===== config.mk =====
export PLATFORM = sky130hd
export DESIGN_NAME = sdram_arbiter
export DESIGN_NICKNAME = d
export VERILOG_FILES = /design/src/rtl/sdram_pkg.sv /design/src/rtl/sdram_arb_pick.sv /design/src/rtl/sdram_arbiter.sv
export SDC_FILE = /design/constraint.sdc
export NUM_CORES = 1
export LEC_CHECK = 0
export CAP_MARGIN = 25
export CORE_MARGIN = 2
export CORE_UTILIZATION = 36
export DETAILED_ROUTE_END_ITERATION = 10
export GPL_ROUTABILITY_DRIVEN = 0
export PLACE_DENSITY = 0.82
export SYNTH_ARGS = -nofsm -noshare
export SYNTH_HDL_FRONTEND = slang
export SYNTH_SLANG_ARGS = --single-unit

===== constraint.sdc =====
create_clock -name sys_clk -period 1.95 [get_ports sys_clk]
set_input_delay 0.195 -clock sys_clk [delete_from_list [all_inputs] [get_ports sys_clk]]
set_output_delay 0.195 -clock sys_clk [all_outputs]
set_load 0.005 [all_outputs]

===== src/rtl/sdram_pkg.sv =====
// rtl/sdram_pkg.sv - shared SDRAM arbiter/controller types and default geometry
package sdram_pkg;

    typedef enum logic [1:0] {
        ST_IDLE  = 2'd0,
        ST_ISSUE = 2'd1,
        ST_WRITE = 2'd2,
        ST_READ  = 2'd3
    } arb_state_t;

    localparam logic PORT_WR = 1'b0;
    localparam logic PORT_RD = 1'b1;

    localparam int SDRAM_ADDR_W    = 24;
    localparam int SDRAM_DATA_W    = 16;
    localparam int SDRAM_BURST_LEN = 8;

endpackage


===== src/rtl/sdram_arb_pick.sv =====
// rtl/sdram_arb_pick.sv - combinational winner selection between write and read ports
module sdram_arb_pick
    import sdram_pkg::*;
(
    input  logic i_wr_req,
    input  logic i_rd_req,
    input  logic i_rd_urgent,
    input  logic i_last_served,
    input  logic i_starve,
    output logic o_winner,
    output logic o_valid
);

    always_comb begin
        o_valid  = i_wr_req | i_rd_req;
        o_winner = PORT_WR;
        // Starvation cap beats urgency so the camera path can never be locked out.
        if (i_wr_req && i_starve)
            o_winner = PORT_WR;
        else if (i_rd_req && i_rd_urgent)
            o_winner = PORT_RD;
        else if (i_wr_req && i_rd_req)
            o_winner = ~i_last_served;
        else if (i_rd_req)
            o_winner = PORT_RD;
        else
            o_winner = PORT_WR;
    end

endmodule


===== src/rtl/sdram_arbiter.sv =====
// rtl/sdram_arbiter.sv - two-port burst arbiter in front of the single SDRAM controller
module sdram_arbiter
    import sdram_pkg::*;
#(
    parameter int ADDR_W        = SDRAM_ADDR_W,
    parameter int DATA_W        = SDRAM_DATA_W,
    parameter int BURST_LEN     = SDRAM_BURST_LEN,
    parameter int MAX_CONSEC_RD = 4
) (
    input  logic              sys_clk,
    input  logic              rst,
    input  logic              wr_req,
    input  logic [ADDR_W-1:0] wr_addr,
    output logic              wr_gnt,
    output logic              wr_data_rd,
    input  logic [DATA_W-1:0] wr_data,
    input  logic              rd_req,
    input  logic [ADDR_W-1:0] rd_addr,
    input  logic              rd_urgent,
    output logic              rd_gnt,
    output logic [DATA_W-1:0] rd_data,
    output logic              rd_valid,
    output logic              cmd_valid,
    input  logic              cmd_ready,
    output logic              cmd_wr,
    output logic [ADDR_W-1:0] cmd_addr,
    input  logic              cmd_wdata_req,
    output logic [DATA_W-1:0] cmd_wdata,
    input  logic [DATA_W-1:0] cmd_rdata,
    input  logic              cmd_rvalid,
    input  logic              cmd_done,
    output logic              err
);

    localparam int BEAT_W = $clog2(BURST_LEN + 1) + 1;
    localparam int CNT_W  = $clog2(MAX_CONSEC_RD + 1);
    localparam logic [BEAT_W:0]  BURST_CMP = (BEAT_W + 1)'(BURST_LEN);
    localparam logic [CNT_W-1:0] RD_CAP    = CNT_W'(MAX_CONSEC_RD);

    arb_state_t          r_state;
    arb_state_t          w_state_next;
    logic                r_cmd_wr;
    logic [ADDR_W-1:0]   r_cmd_addr;
    logic [BEAT_W-1:0]   r_beat;
    logic                r_last;
    logic [CNT_W-1:0]    r_rd_cnt;
    logic                r_err;
    logic                w_winner;
    logic                w_pick_valid;
    logic                w_beat_now;
    logic                w_done;
    logic [BEAT_W:0]     w_beat_total;

    sdram_arb_pick u_pick (
        .i_wr_req      (wr_req),
        .i_rd_req      (rd_req),
        .i_rd_urgent   (rd_urgent),
        .i_last_served (r_last),
        .i_starve      (r_rd_cnt == RD_CAP),
        .o_winner      (w_winner),
        .o_valid       (w_pick_valid)
    );

    assign cmd_wr       = r_cmd_wr;
    assign cmd_addr     = r_cmd_addr;
    assign err          = r_err;
    assign w_beat_total = {1'b0, r_beat} + {{BEAT_W{1'b0}}, w_beat_now};

    always_ff @(posedge sys_clk or posedge rst) begin
        if (rst)
            r_state <= ST_IDLE;
        else
            r_state <= w_state_next;
    end

    // Data steering is gated by state so strobes outside their burst phase are dropped.
    always_comb begin
        w_state_next = r_state;
        cmd_valid    = 1'b0;
        wr_gnt       = 1'b0;
        rd_gnt       = 1'b0;
        wr_data_rd   = 1'b0;
        cmd_wdata    = '0;
        rd_data      = '0;
        rd_valid     = 1'b0;
        w_beat_now   = 1'b0;
        w_done       = 1'b0;
        case (r_state)
            ST_IDLE: begin
                if (w_pick_valid)
                    w_state_next = ST_ISSUE;
            end
            ST_ISSUE: begin
                cmd_valid = 1'b1;
                if (cmd_ready) begin
                    wr_gnt       = r_cmd_wr;
                    rd_gnt       = ~r_cmd_wr;
                    w_state_next = r_cmd_wr ? ST_WRITE : ST_READ;
                end
            end
            ST_WRITE: begin
                wr_data_rd = cmd_wdata_req;
                cmd_wdata  = wr_data;
                w_beat_now = cmd_wdata_req;
                if (cmd_done) begin
                    w_done       = 1'b1;
                    w_state_next = ST_IDLE;
                end
            end
            ST_READ: begin
                rd_data    = cmd_rdata;
                rd_valid   = cmd_rvalid;
                w_beat_now = cmd_rvalid;
                if (cmd_done) begin
                    w_done       = 1'b1;
                    w_state_next = ST_IDLE;
                end
            end
            default: w_state_next = ST_IDLE;
        endcase
    end

    always_ff @(posedge sys_clk or posedge rst) begin
        if (rst) begin
            r_cmd_wr   <= 1'b0;
            r_cmd_addr <= '0;
            r_beat     <= '0;
            r_last     <= PORT_WR;
            r_rd_cnt   <= '0;
            r_err      <= 1'b0;
        end else begin
            if (r_state == ST_IDLE && w_pick_valid) begin
                r_cmd_wr   <= (w_winner == PORT_WR);
                r_cmd_addr <= (w_winner == PORT_WR) ? wr_addr : rd_addr;
            end
            // Saturating beat count keeps runaway bursts from aliasing back to BURST_LEN.
            if (r_state == ST_ISSUE && cmd_ready)
                r_beat <= '0;
            else if (w_beat_now && r_beat != '1)
                r_beat <= r_beat + 1'b1;
            if (w_done) begin
                if (w_beat_total != BURST_CMP)
                    r_err <= 1'b1;
                r_last <= r_cmd_wr ? PORT_WR : PORT_RD;
            end
            if (wr_gnt || !wr_req)
                r_rd_cnt <= '0;
            else if (rd_gnt && r_rd_cnt != RD_CAP)
                r_rd_cnt <= r_rd_cnt + 1'b1;
        end
    end

endmodule

==> results.md <==
Critical path:
- In this run the worst setup path terminates at wr_gnt.
- The worst setup path is launched from a flop.
- Of all nets on the critical path, the largest fanout is 20.
- The path type of the worst setup path is flop to output port.
- The total number of cells along the worst setup path is 4.
- The arrival time reported for the critical path endpoint is 1.69 ns.
- The number of buffers and inverters on the critical path is 2.
- The logic depth of the worst register-to-register path is 6.
- The critical path goes through buf_6 -> and3_1 -> and2_1 -> clkdlybuf4s50_1.
- The worst register-to-register path begins at r_state[0].
- The setup check on the worst reg-to-reg path leaves a slack of 0.16 ns.
- Among cell families on the critical path, the largest total delay comes from buffers and inverters.
- The endpoint of the worst-slack reg-to-reg timing path is err.
- For this run, the slowest stage of the critical path takes 0.49 ns.
- The worst setup path is captured at an output port.
- Tracing the worst setup path back leads to its startpoint at r_state[0].
- The slowest stage cell on the critical path is clkdlybuf4s50_1.
- The data required time at the worst endpoint is 1.75 ns.

Routing:
- The first detailed-routing pass ran for 4 iterations.
- The total routed wirelength is 6923 um.
- The post-detailed-route DRC marker count is 0.
- In this run the remaining antenna-violating nets after routing total 0.
- The routed layout has 2,447 vias.
- After detailed routing, the number of vias per cell comes to 5.014.
- The routed wirelength normalized by instance count is 14.19 um.
- After the first detailed-routing iteration, the DRC count stood at 94.

Placement:
- Prior to clock tree synthesis, the placed netlist has a worst setup slack of 0.04545 ns.
- Buffers placed on the I/O ports in this run total 151.
- The cell area reported after detailed placement is 3849 sq um.
- The HPWL after detailed placement is 5309 um.

Power and ir drop:
- The leakage power figure is 0.001708 uW.
- The portion of total power attributed to the clock network is 15.3%.
- Dividing total power by cell area gives a power density of 1098 nW/um^2.
- The total power after layout is 4385 uW.
- The part of the total power dissipated in sequential elements is 29.7%.
- The net switching component of the power is 1491 uW.
- The switching power as a share of total power is 34.00%.
- The internal portion of the total power is 2894 uW.
- Combinational cells account for 55.0% of the total power.
- The largest voltage drop on the vdd net is 0.6415 mV.

Global route:
- Global routing finished with a remaining overflow of 0.
- The number of antenna violations at the first check in global routing is 0.
- The largest net degree at the start of global routing is 49.
- The via count of the first global-routing pass is 2,132.
- The first global-routing pass estimated 9846 um of wire.
- The global router's overall resource usage is 18.71%.

STA:
- Once routing completed, OpenROAD measured the worst setup slack at 0.06204 ns.
- In the finished design, the share of the clock period the worst path needs comes to 96.82%.
- The number of pins exceeding their max-slew limit in the final report is 0.
- Across the routed clock network, the largest skew measured is 0.006194 ns.
- The minimum period implied by the final worst setup slack is 1.888 ns.
- The number of hold violations in the final report is 0.
- The maximum achievable frequency is 529.7 MHz.
- The transition at the pin with the smallest max-transition slack is 0.4696 ns.
- The worst slew slack as a fraction of its limit is 68.69%.
- Setup violations remaining at the end of the flow were counted as 0.

Final layout:
- At the end of the flow, the number of nets in the layout was 507.
- The number of antenna diodes in the final layout is 0.
- The area overhead of the layout relative to synthesis is 80.18%.
- In the final layout, the share of cells above drive strength 1 is 7.264%.
- The finished cells cover 3993 sq um.
- The number of inserted filler cells in the final layout is 528.

Die:
- The floorplan step set the die height to 82.46 um.
- The initial cell density of the core is 37.43%.
- In this run the core area contains 28 standard-cell rows.
- The placeable core region is 5921 sq um.
- In this run the horizontal extent of the chip is 82.46 um.
- For this design the top-level I/O count stands at 152.
- The die covers 6799 sq um.

Synth:
- In this run the cell area of the synthesized design comes to 2216 sq um.
- A synthesized cell averages 8.589 sq um.
- The number of warnings printed during yosys synthesis is 0.
- Sequential elements use 41.78% of the synthesized area.
- The post-synthesis async set-or-reset flop share is 100.0%.
- In this run, synthesis inferred 0 flip-flops with an integrated enable.
- The total nets after synthesis is 353.
- The number of standard cells after synthesis is 258.
- Counting distinct cell types in the post-synthesis netlist gives 31.
- Among all flip-flop cells after synthesis, the most frequent one is dfrtp_1.
- The register bit count reported by yosys is 37.

Clocking:
- The post-CTS clock slew at the launch and capture registers of the worst setup and hold paths is 0.07 ns.
- The clock net sink count is 37.
- The root buffer selected by CTS is clkbuf_8.
- The number of clock buffers added by TritonCTS is 5.
- The H-tree generated during clock tree synthesis spans 2 levels.
- TritonCTS built the clock tree.
- After clock tree synthesis, the flow added hold-fix buffers numbering 0.
- The maximum buffer depth of the clock tree is 2.
- For the worst-skew pair, the clock arrives at the later sink with an insertion delay of 0.28 ns.

Hold path:
- The min-delay analysis places its worst path in the category primary input to async pin.

Outcome:
- The flow ran to the end, and the final reports show no timing, DRC or antenna violations.

Job:
- The tool flagged a number of max-cap violations equal to 0.
kinds of logic after synthesis:
| kind of cell | Yosys count | synth area share [%] |
|---|---|---|
| buffers and inverters | 25 | 5.477 |
| AOI/OAI and AO/OA | 37 | 11.74 |
| DFF | 37 | 41.78 |
| muxes | 7 | 3.162 |
| and+or+nand+nor | 143 | 33.26 |
| xor gates and xnor gates | 3 | 1.186 |
| adders and majority gates | 6 | 3.388 |
cell usage after synthesis, types with 2 or more instances:
| cell type | n | area, sq um |
|---|---|---|
| a21oi_1 | 2 | 10.01 |
| dfrtp_1 | 37 | 925.9 |
| nand4_1 | 25 | 156.4 |
| ha_1 | 6 | 75.07 |
| o211ai_1 | 24 | 180.2 |
| nand3_1 | 6 | 30.03 |
| and3_1 | 19 | 118.9 |
| buf_4 | 2 | 15.01 |
| clkbuf_1 | 10 | 37.54 |
| nor2_1 | 9 | 33.78 |
| mux2i_1 | 7 | 70.07 |
| nand2_1 | 57 | 214.0 |
| o21ai_2 | 2 | 17.52 |
| o21ai_0 | 5 | 25.02 |
| buf_6 | 2 | 22.52 |
| a31oi_1 | 2 | 12.51 |
| buf_2 | 4 | 20.02 |
| xnor2_1 | 2 | 17.52 |
| buf_1 | 2 | 7.510 |
| and2_1 | 19 | 118.9 |
| nor2b_1 | 2 | 12.51 |
| inv_1 | 5 | 18.77 |
how the worst min path moves through the flow:
stage / start / end / slack (ns) / cells after the start
global placement: r_last / r_last / 0.46 / 2
finish: rst / cmd_addr[22] / 0.32 / 3
CTS: rst / r_rd_cnt[1] / 0.32 / 3
floorplan: cmd_done / r_state[1] / 0.29 / 1
global route: rst / cmd_wr / 0.40 / 3
detailed placement: r_last / r_last / 0.47 / 2
routing by layer:
metal / wire [um] / track usage [%] / vias to the layer above
met5: 0 / 0 / -
met4: 38 / 4.500 / 0
met3: 762 / 7.065 / 4
met2: 3414 / 33.31 / 100
met1: 2708 / 21.04 / 1125
li1: - / - / 1218
through the flow:
| step | instances | setup TNS, ns | util [%] | hold slack, ns |
|---|---|---|---|---|
| 2_1_floorplan | 258 | 0 | - | 0.2914 |
| 3_3_place_gp | 478 | 0 | 65.00 | 0.4588 |
| 3_5_place_dp | 478 | 0 | 65.00 | 0.4670 |
| 4_1_cts | 486 | 0 | 66.97 | 0.3249 |
| 5_1_grt | 488 | -0.00004940 | 67.43 | 0.4020 |
| 6_report | 488 | 0 | 67.43 | 0.3163 |
timing repair:
action	4_1_cts	5_1_grt
gates resized for setup	0	7
setup endpoints to repair	0	19
setup buffers	0	1
hold endpoints to repair	0	0
placed cells by master (no fill, tap or decap), types with 2 or more instances in the layout:
cell / count
clkdlybuf4s50_1: 150
nand2_1: 57
dfrtp_1: 36
nand4_1: 25
o211ai_1: 24
and2_1: 19
and3_1: 19
buf_4: 12
nor2_1: 8
mux2i_1: 7
nand3_1: 6
ha_1: 6
clkbuf_8: 6
o21ai_0: 5
inv_1: 4
nor2b_1: 2
o21ai_2: 2
xnor2_1: 2
a21oi_1: 2
a31oi_1: 2
buf_12: 2
sequential cells by signal, indices dropped and copies added, names as in the netlist:
register  flops
r_state       2
cmd_addr     24
cmd_wr        1
r_last        1
r_beat        5
r_rd_cnt      3
err           1
cell type report:
class	count	area, sq um	share of cell area (%)
Clock buffer	7	86.33	2.162
Clock inverter	1	30.03	0.7521
Inverter	5	18.77	0.4701
Multi-Input combinational cell	196	1176	29.46
Sequential cell	37	927.1	23.22
Tap cell	75	93.84	2.350
Timing Repair Buffer	167	1660	41.59
power by group through the flow:
stage / Clock [uW] / Combinational [uW] / Sequential [uW]
final: 670 / 2410 / 1300
after global routing: 735 / 2670 / 1340
after CTS: 694 / 2400 / 1290
after detailed placement: 0 / 2390 / 1310
after global placement: 0 / 2340 / 1300
after floorplan: 0 / 1060 / 1300
worst min-delay path: stages:
cell and delay (ns):
clkdlybuf4s50_1 0.39, inv_1 0.05, buf_4 0.39
Note: power is estimated with default switching activity, not from simulation.
